$ cat src/rtl/sdram_arb.sv
// -----------------------------------------------------------------------------
// sdram_arb -- SDRAM command arbiter
//
// Purpose:
//   Decides which of three requesters (auto-refresh, write burst, read burst)
//   owns the SDRAM command sequencer. Refresh always wins in IDLE. A write/read
//   tie goes to write by default; when SDRAM_ARB_RR_EN is defined the tie
//   alternates round-robin instead. A grant lasts until the sequencer pulses
//   cmd_done. A watchdog forces the arbiter back to IDLE and raises a sticky
//   error if a grant lasts too long. Every grant is followed by at least one
//   IDLE cycle, which gives the bus its turnaround.
//
// Configuration macro:
//   SDRAM_ARB_RR_EN  defined   -> round-robin write/read tie break
//                    undefined -> fixed priority, write beats read
//
// Parameters:
//   TIMEOUT_CYC  maximum grant length without cmd_done; legal range 2..1023.
//                A grant that sees no cmd_done stays high for TIMEOUT_CYC-1
//                cycles.
//
// Ports:
//   clk          in   system clock, rising edge
//   rst          in   synchronous active-high reset
//   init_done    in   SDRAM power-up init complete (level)
//   aref_req     in   auto-refresh request (level, held until granted)
//   wr_req       in   write-burst request (level, held until granted)
//   rd_req       in   read-burst request (level, held until granted)
//   cmd_done     in   one-cycle pulse: granted operation finished
//   aref_en      out  refresh grant (registered)
//   wr_en        out  write grant (registered)
//   rd_en        out  read grant (registered)
//   arb_state    out  registered state code (INIT=0 IDLE=1 AREF=2 WRITE=3 READ=4)
//   timeout_err  out  sticky watchdog error, cleared only by rst
//
// Handshake: each request is a level held by its requester. The request is
// consumed on the edge where the matching grant first rises. The grant is
// released on the edge after cmd_done is sampled high, or by the watchdog.
// -----------------------------------------------------------------------------
module sdram_arb #(
  parameter int unsigned TIMEOUT_CYC = 1023
) (
  input  logic       clk,
  input  logic       rst,
  input  logic       init_done,
  input  logic       aref_req,
  input  logic       wr_req,
  input  logic       rd_req,
  input  logic       cmd_done,
  output logic       aref_en,
  output logic       wr_en,
  output logic       rd_en,
  output logic [2:0] arb_state,
  output logic       timeout_err
);

  typedef enum logic [2:0] {
    ST_INIT  = 3'd0,
    ST_IDLE  = 3'd1,
    ST_AREF  = 3'd2,
    ST_WRITE = 3'd3,
    ST_READ  = 3'd4
  } state_t;

  // The counter holds 0 on the first grant cycle. It therefore holds
  // TIMEOUT_CYC-2 on the last cycle a grant may stay high. That is the cycle
  // where the next increment would reach TIMEOUT_CYC-1.
  localparam logic [9:0] TO_LAST = 10'(TIMEOUT_CYC - 2);

  state_t     r_state;
  state_t     w_next;
  logic [9:0] r_busy_cnt;
  logic       r_aref_en;
  logic       r_wr_en;
  logic       r_rd_en;
  logic       r_timeout_err;
  logic       w_busy;
  logic       w_timeout;
  state_t     w_tie_pick;

  assign w_busy = (r_state == ST_AREF) || (r_state == ST_WRITE) ||
                  (r_state == ST_READ);

  // cmd_done on the watchdog cycle counts as a normal completion, so it
  // suppresses the timeout.
  assign w_timeout = w_busy && !cmd_done && (r_busy_cnt == TO_LAST);

`ifdef SDRAM_ARB_RR_EN
  // High when the last wr/rd grant went to read. It resets to "read", so the
  // first tie after reset goes to write.
  logic r_last_rd;

  assign w_tie_pick = r_last_rd ? ST_WRITE : ST_READ;

  // The pointer moves only when a write or read grant is actually issued.
  // Refresh grants leave it unchanged.
  always_ff @(posedge clk) begin
    if (rst) begin
      r_last_rd <= 1'b1;
    end else if (r_state == ST_IDLE) begin
      if (w_next == ST_WRITE) begin
        r_last_rd <= 1'b0;
      end else if (w_next == ST_READ) begin
        r_last_rd <= 1'b1;
      end
    end
  end
`else
  assign w_tie_pick = ST_WRITE;
`endif

  // Next-state logic
  always_comb begin
    w_next = r_state;
    case (r_state)
      ST_INIT: begin
        // Requests and cmd_done are ignored until init completes.
        if (init_done) begin
          w_next = ST_IDLE;
        end
      end
      ST_IDLE: begin
        if (aref_req) begin
          w_next = ST_AREF;
        end else if (wr_req && rd_req) begin
          w_next = w_tie_pick;
        end else if (wr_req) begin
          w_next = ST_WRITE;
        end else if (rd_req) begin
          w_next = ST_READ;
        end
      end
      ST_AREF, ST_WRITE, ST_READ: begin
        // There is no preemption: only completion or the watchdog ends a
        // grant. Returning through IDLE gives the turnaround cycle.
        if (cmd_done || w_timeout) begin
          w_next = ST_IDLE;
        end
      end
      default: begin
        // Codes 5-7 are unreachable in normal operation. They recover to IDLE.
        w_next = ST_IDLE;
      end
    endcase
  end

  // State register and registered grants
  always_ff @(posedge clk) begin
    if (rst) begin
      r_state   <= ST_INIT;
      r_aref_en <= 1'b0;
      r_wr_en   <= 1'b0;
      r_rd_en   <= 1'b0;
    end else begin
      r_state   <= w_next;
      r_aref_en <= (w_next == ST_AREF);
      r_wr_en   <= (w_next == ST_WRITE);
      r_rd_en   <= (w_next == ST_READ);
    end
  end

  // Busy counter. It is cleared in every non-busy state. Every grant is
  // entered from IDLE, so the counter starts at 0 on the first grant cycle.
  always_ff @(posedge clk) begin
    if (rst) begin
      r_busy_cnt <= 10'd0;
    end else if (w_busy) begin
      r_busy_cnt <= r_busy_cnt + 10'd1;
    end else begin
      r_busy_cnt <= 10'd0;
    end
  end

  // Sticky watchdog error. Arbitration continues normally while it is set.
  always_ff @(posedge clk) begin
    if (rst) begin
      r_timeout_err <= 1'b0;
    end else if (w_timeout) begin
      r_timeout_err <= 1'b1;
    end
  end

  assign aref_en     = r_aref_en;
  assign wr_en       = r_wr_en;
  assign rd_en       = r_rd_en;
  assign arb_state   = r_state;
  assign timeout_err = r_timeout_err;

endmodule
$ cat config.mk
export PLATFORM = sky130hd
export DESIGN_NAME = sdram_arb
export DESIGN_NICKNAME = d
export VERILOG_FILES = /design/src/rtl/sdram_arb.sv
export SDC_FILE = /design/constraint.sdc
export NUM_CORES = 1
export LEC_CHECK = 0
export ABC_CLOCK_PERIOD_IN_PS = 2300
export CAP_MARGIN = 15
export CORE_ASPECT_RATIO = 1.75
export CORE_MARGIN = 2
export CORE_UTILIZATION = 25
export DETAILED_ROUTE_END_ITERATION = 6
export PLACE_DENSITY = 0.41
export SYNTH_ARGS = -nofsm -noshare
export SYNTH_HDL_FRONTEND = slang
export SYNTH_SLANG_ARGS = --single-unit
$ cat constraint.sdc
create_clock -name clk -period 2.3 [get_ports clk]
set_input_delay 0.46 -clock clk [delete_from_list [all_inputs] [get_ports clk]]
set_output_delay 0.46 -clock clk [all_outputs]
set_load 0.005 [all_outputs]
Yosys cells after proc, flatten, opt, wreduce, memory -nomap -nowiden
Index checks and enable logic that the tools add are counted.
{"block": "totals", "word_cells": 33, "in_bits": 7, "out_inout_bits": 7, "regBits": 17}
{"block": "classes", "bitwise_logic": 1, "eq_ne": 8, "addsub": 1, "n_reduce_logical": 10, "n_mux": 7}
{"op": "$mux W3", "n": 6}
{"op": "$eq A3 B2 Y1 const B", "n": 4}
{"op": "$add A10 B1 Y10 const B", "n": 1}
{"op": "$eq A10 B10 Y1 const B", "n": 1}
{"op": "$pmux W3 S3", "n": 1}
{"op": "$eq A3 B3 Y1 const B", "n": 2}
{"op": "$eq A3 B1 Y1 const B", "n": 1}
{"op": "$logic_and A1 B1 Y1", "n": 3}
{"op": "$logic_not A3 Y1", "n": 1}
{"op": "$logic_or A1 B1 Y1", "n": 3}
{"op": "$reduce_or A3 Y1", "n": 1}
{"op": "$reduce_or A2 Y1", "n": 1}
{"op": "$logic_not A1 Y1", "n": 1}
{"op": "$not A1 Y1", "n": 1}

Longest topological paths before layout
Gate-level depths: netlist (run 1).
{"block": "depth", "word_depth": 9, "depth_mapped": 6, "ltp_nobuf": 6}

Worst setup path before layout (run 1)
No wires, ideal clock.
{"block": "synth_timing", "path_type": "reg2reg", "start": "register r_state[2] (netlist: arb_state[2])", "end": "register r_state[2] (netlist: arb_state[2])", "arrival_ps": 1453, "required_ps": 2179, "n_path_buf": 0, "period_less_slack_ps": 1575, "slack_ps": 725, "stages_incl_launch_ff": 5, "setup_time_ps": 121, "path_cell_list": "dfxtp_1 -> or3b_4 -> a2111oi_4 -> or3b_1 -> a211oi_1"}
{"block": "synth_via", "elab_chain_len": 8, "elab_cells_between_ends": 18, "cone_classes": "eq/ne: 4; mux: 7; reduce/logical: 7"}
{"element": "from (decl)", "line_no": "70", "source": "state_t r_state;"}
{"element": "from (signal assigned)", "line_no": "155", "source": "r_state <= w_next;"}
{"element": "$eq A3 B2 Y1", "line_no": "81, 115"}
{"element": "$logic_or A1 B1 Y1 (2 in a row)", "line_no": "81", "source": "assign w_busy = (r_state == ST_AREF) || (r_state == ST_WRITE) ||"}
{"element": "$logic_and A1 B1 Y1 (2 in a row)", "line_no": "86", "source": "assign w_timeout = w_busy && !cmd_done && (r_busy_cnt == TO_LAST);"}
{"element": "$logic_or A1 B1 Y1", "line_no": "136", "source": "if (cmd_done || w_timeout) begin"}
{"element": "$mux W3", "line_no": "136"}
{"element": "$pmux W3 S3 *", "line_no": "115", "source": "case (r_state)"}
Every way passes the cells marked *; elsewhere a longest branch is shown, timed or not.
A chain may end at the register's enable or synchronous reset.

Final worst setup path (run 1)
{"block": "layout_timing", "start": "register r_state[1] (netlist: arb_state[1])", "end": "output port arb_state[1]"}
{"element": "to (decl)", "line_no": "53", "source": "output logic [2:0] arb_state,"}
No word-level cell between the ends.

==> results of run 1 <==
## final cells by class
cell class | count | area, sq um
multi-input combinational | 59 | 410
clock buffer | 3 | 41.3
fill | 310 | 1950
timing repair buffer | 13 | 130
tap | 28 | 35.0
inverter | 4 | 15.0
sequential | 17 | 340
clock inverter | 1 | 5.00
## per-layer routing
| metal | track usage | up-vias | routed length [um] |
|---|---|---|---|
| li1 | - | 308 | - |
| met1 | 0.104 | 279 | 590 |
| met2 | 0.160 | 15 | 773 |
| met3 | 0.0209 | 4 | 67 |
| met4 | 0.0771 | 0 | 52 |
| met5 | 0 | - | 0 |
## layout by cell type (no fill, tap or decap), types with 2 or more instances in the layout
master           netlist  final
a211oi_1               2      2
clkbuf_8               0      3
clkdlybuf4s50_1        0     13
dfxtp_1               17     17
ha_1                   2      2
inv_1                  4      4
nand2_1                2      2
nand2b_1               3      3
nand3_1                3      3
nor2_1                15     15
nor3_1                 4      4
or3_1                  3      3
xnor2_1                4      4
xor2_1                 4      4
## where the power goes
part	total [uW]	switching [uW]	internal (uW)
sequential	311	9.22	302
combinational	57.2	23.1	34.1
clock	224	103	120
total	592	136	456
## logic make-up (layout without fill, tap and decap cells)
family / Yosys count / in the layout / share of synthesized area
flops: 17 / 17 / 0.442
xor+xnor: 8 / 8 / 0.0910
fa+ha+maj: 2 / 2 / 0.0325
compound gates: 11 / 11 / 0.135
buf+inv: 5 / 21 / 0.0244
simple gates: 38 / 38 / 0.275
## worst max-delay path by stage
stage | startpoint | endpoint | slack (ns) | cells after the start
global placement | cmd_done | arb_state[2] | 0.35 | 5
detailed placement | cmd_done | wr_en | 0.33 | 5
global route | arb_state[2] | aref_en | 0.45 | 4
finish | arb_state[1] | arb_state[1] | 0.56 | 1
floorplan | arb_state[2] | arb_state[2] | 0.73 | 4
CTS | arb_state[1] | arb_state[1] | 0.54 | 1
## per-stage QoR
step	setup slack (ns)	hold WS, ns
3_5_place_dp	0.333	0.467
5_1_grt	0.449	0.499
6_report	0.557	0.473
4_1_cts	0.537	0.482
3_3_place_gp	0.354	0.454
2_1_floorplan	0.725	0.445
## flip-flops by register name, summed over array words and instances (netlist names)
| register | cells |
|---|---|
| r_busy_cnt | 10 |
| arb_state | 3 |
| aref_en | 1 |
| rd_en | 1 |
| timeout_err | 1 |
| wr_en | 1 |
==> results.toml, run 1 <==
[route]
dr.pass1.iters = 2
wirelength_mm = 1.48
drtIter0Drc = 21
routed_via_density = 4.85
drc = 0
antenna_left = 0
wl_per_cell_um = 11.9
vias = 606

[worst_setup_path]
crit_type = "reg -> out"
cp_slowest_cell = "clkdlybuf4s50_1"
cp-start-kind = "flop"
r2r_start = "arb_state[2]"
timing.rr.end = "arb_state[2]"
cp_cell_sequence = "clkdlybuf4s50_1"
worst-r2r-cell-count = 4
critPathMaxStageDelay_ns = 0.56
cp_top_family = "buffers and inverters"
end_kind = "primary output"
cp.arrival_ns = 1.28
path_buf_inv = 1
ff2ff_setup_slack_ns = 0.60
crit_fanout = 7
worst_ep_required_time_ns = 1.84

[global_route]
grt_pass1_vias = 613
grt_pass1_wl_mm = 2.57
grt_usage = 0.0994
antenna_found_initial = 0
globalRouteOverflowTotal = 0
grt_max_degree = 11

[outcome]
status = "finished clean"

[logic_synthesis]
synth_top_area_share = 0.442
synth-main-ff-cell = "dfxtp_1"
synth_edf_count = 0
synth.cell_area_sq_um = 769
yosysSeqAreaShare = 0.442
synthTopCellsByArea = "dfxtp_1, nor2_1, xnor2_1"
syn_avg_cell_area_sq_um = 9.50
ys_ff_latch = 17
synth_nets = 90
netlist_instances = 81
ys.warnings.count = 0
synth_top_area_cell = "dfxtp_1"
async_flop_share = 0
synth_most_common_cell = "dfxtp_1"
yosys.cell_types.count = 30
synth_top_cells_by_count = "dfxtp_1, nor2_1"

[placement]
dp_hpwl_mm = 1.15
place_area_sq_um = 931
portBuffers = 13
place_inst = 121
gp_congestion = 0.775

[clock_tree]
cts_made_buffers = 3
cts_resized = 0
clock_tree.root_cell = "clkbuf_8"
clock-sinks = 17
post-cts-setup-buffer-count = 0
cts_tree = "done"
clockBufferDepth = 2
postCtsHoldBufs = 0
clk_latency_ns = 0.25
htree_levels = 1
clk_pin_slew_worst_paths_ns = 0.07

[pwr]
power_uw = 592
leakagePower_uw = 0.000312
vdd_drop_max_v = 0.000317
powerDensity_nw_per_um2 = 606

[sta]
hold_viol = 0
setup_tns_ns = 0
tightest_slew_ns = 0.432
finalClockSkew_ns = 0.00277
fin_crit_sh = 0.758
slew_headroom = 0.708
maxSlewViolCount = 0
fmax_ghz = 0.574
setup_violations = 0
rsz0062_at_grt = "no"
period_needed_ns = 1.74

[finish]
fin_area_sq_um = 977
syn_to_final_growth_pct = 27.0
drive_gt1_frac = 0.0928
diodes = 0
nets = 107
post-route-util = 0.334
fin_cells = 125

[floorplanning]
pin_count = 14
die_area_sq_um = 3560
num_rows = 26
coreArea_sq_um = 2930
start_util = 0.263
fp.dieH_um = 77.4
die_w_um = 45.9

[run]
max_cap_viol_count = 0

[worst_hold_path]
hold_end = "timeout_err"
hp-class = "reg -> reg"
min-delay-start = "timeout_err"
hold_depth = 2
(Power assumes the default switching activity.)
==> run 2: changes to the inputs <==
--- a/config.mk
+++ b/config.mk
@@ -5,7 +5,7 @@
 export SDC_FILE = /design/constraint.sdc
 export NUM_CORES = 1
 export LEC_CHECK = 0
-export ABC_CLOCK_PERIOD_IN_PS = 2300
+export ABC_CLOCK_PERIOD_IN_PS = 1700
 export CAP_MARGIN = 15
 export CORE_ASPECT_RATIO = 1.75
 export CORE_MARGIN = 2
==> constraint.sdc (replaced) <==
create_clock -name clk -period 1.7 [get_ports clk]
set_input_delay 0.34 -clock clk [delete_from_list [all_inputs] [get_ports clk]]
set_output_delay 0.34 -clock clk [all_outputs]
set_load 0.005 [all_outputs]
==> run 2 against run 1 <==
- die area stayed put
- largest cell class unchanged
- global-route usage is 0.81 points higher
- combinational power is 69% higher
- critical endpoint is now arb_state[2]
- sequential power is 33% higher
==> results.toml, run 2 (same netlist as run 1, synthesis figures left out) <==
[clock_tree]
htree_levels = 1
clk_pin_slew_worst_paths_ns = 0.07
cts_tree = "done"
cts_made_buffers = 3
clock-sinks = 17
post-cts-setup-buffer-count = 0
postCtsHoldBufs = 0
clock_tree.root_cell = "clkbuf_8"
cts_resized = 0
clk_latency_ns = 0.25
clockBufferDepth = 2

[finish]
final_cell_mix = "dfxtp_1, nor2_1, clkdlybuf4s50_1"
syn_to_final_growth_pct = 31.9
multi_input_area_sq_um = 410
largest_reg_flops = 10
nets = 112
register_area_sq_um = 340
drive_gt1_frac = 0.137
post-route-util = 0.347
diodes = 0
nFillCells = 317
final_common_cell = "dfxtp_1"
largest_register = "r_busy_cnt"

[pwr]
leakagePower_uw = 0.000338
seqPwrFrac = 0.510
combinationalPowerShare = 0.119
p_sw_uw = 186
powerDensity_nw_per_um2 = 801
power_frac_clock = 0.371
vdd_drop_max_v = 0.000438
p_int_uw = 627
swShare = 0.229

[sta]
fin_crit_sh = 0.934
slew_headroom = 0.754
period_needed_ns = 1.59
tightest_slew_ns = 0.369
rsz0062_at_grt = "no"
finalClockSkew_ns = 0.00182
whs_ns = 0.468
hold_viol = 0
setup_violations = 0
fmax_ghz = 0.630
maxSlewViolCount = 0

[global_route]
grt_pass1_wl_mm = 2.78
antenna_found_initial = 0
grt_usage = 0.107
grt_pass1_vias = 631
globalRouteOverflowTotal = 0
grt_max_degree = 11

[route]
routed_via_density = 4.69
drc = 0
wirelength_mm = 1.63
antenna_left = 0
vias = 610
wl_per_cell_um = 12.6
drtIter0Drc = 8
dr.pass1.iters = 5

[worst_setup_path]
cp-start-kind = "flop"
startpoint = "arb_state[2]"
worst_ep_required_time_ns = 1.36
worst-r2r-cell-count = 4
cp.arrival_ns = 1.25
crit_type = "reg -> out"
setup.worst_path.end = "arb_state[2]"
ff2ff_setup_slack_ns = 0.13
crit_fanout = 7
timing.rr.end = "aref_en"
end_kind = "primary output"
r2r_start = "arb_state[2]"

[worst_hold_path]
hp-class = "reg -> reg"
min-delay-start = "timeout_err"

[placement]
gp_congestion = 0.733
dp_hpwl_mm = 1.29
portBuffers = 13

[floorplanning]
die_area_sq_um = 3560
num_rows = 26
pin_count = 14
fp.dieH_um = 77.4
coreArea_sq_um = 2930
die_w_um = 45.9
start_util = 0.263

[outcome]
status = "finished clean"

[run]
max_cap_viol_count = 0
run 2: changes by cell type in the layout (fill, tap and decap cells not counted):
cell | previous run | this run
buf_4 | 0 | 5
run 2: worst min path at each step:
stage / endpoint / cells past startpoint
after floorplan: arb_state[0] / 1
after global placement: timeout_err / 2
after detailed placement: timeout_err / 2
after CTS: timeout_err / 2
after global routing: timeout_err / 2
final: timeout_err / 2
run 2: critical path, stage by stage, from the launching register on:
cell and delay (ns):
dfxtp_1 0.35, buf_4 0.15, clkdlybuf4s50_1 0.50
run 2: area by class of cell:
type	count	share of cell area
Clock inverter	1	0.00493
Sequential cell	17	0.335
Multi-Input combinational cell	59	0.404
Timing Repair Buffer	18	0.165
Clock buffer	3	0.0407
Inverter	4	0.0148
Tap cell	28	0.0345
run 2: per-layer routing:
metal | up-vias | global-route usage | wire, um
met2 | 15 | 0.182 | 880
li1 | 319 | - | -
met3 | 2 | 0.0209 | 60
met4 | 0 | 0.0600 | 25
met5 | - | 0 | 0
met1 | 274 | 0.116 | 665
run 2: per-stage QoR:
stage | TNS, ns | total power, uW | instance area, sq um | std cells | setup slack [ns]
finish | 0 | 813 | 1010 | 130 | 0.113
CTS | 0 | 825 | 1010 | 130 | 0.0962
detailed placement | -0.358 | 523 | 968 | 126 | -0.0843
global placement | -0.382 | 523 | 968 | 126 | -0.112
floorplan | 0 | 466 | 769 | 81 | 0.125
global route | 0 | 856 | 1010 | 130 | 0.0281
run 2: power groups by stage:
| stage | clock (uW) | sequential (uW) | combinational (uW) |
|---|---|---|---|
| after floorplan | 0 | 428 | 37.4 |
| after global placement | 0 | 424 | 99.5 |
| after detailed placement | 0 | 424 | 98.9 |
| after CTS | 311 | 414 | 99.4 |
| after global routing | 333 | 414 | 109 |
| final | 302 | 414 | 96.9 |
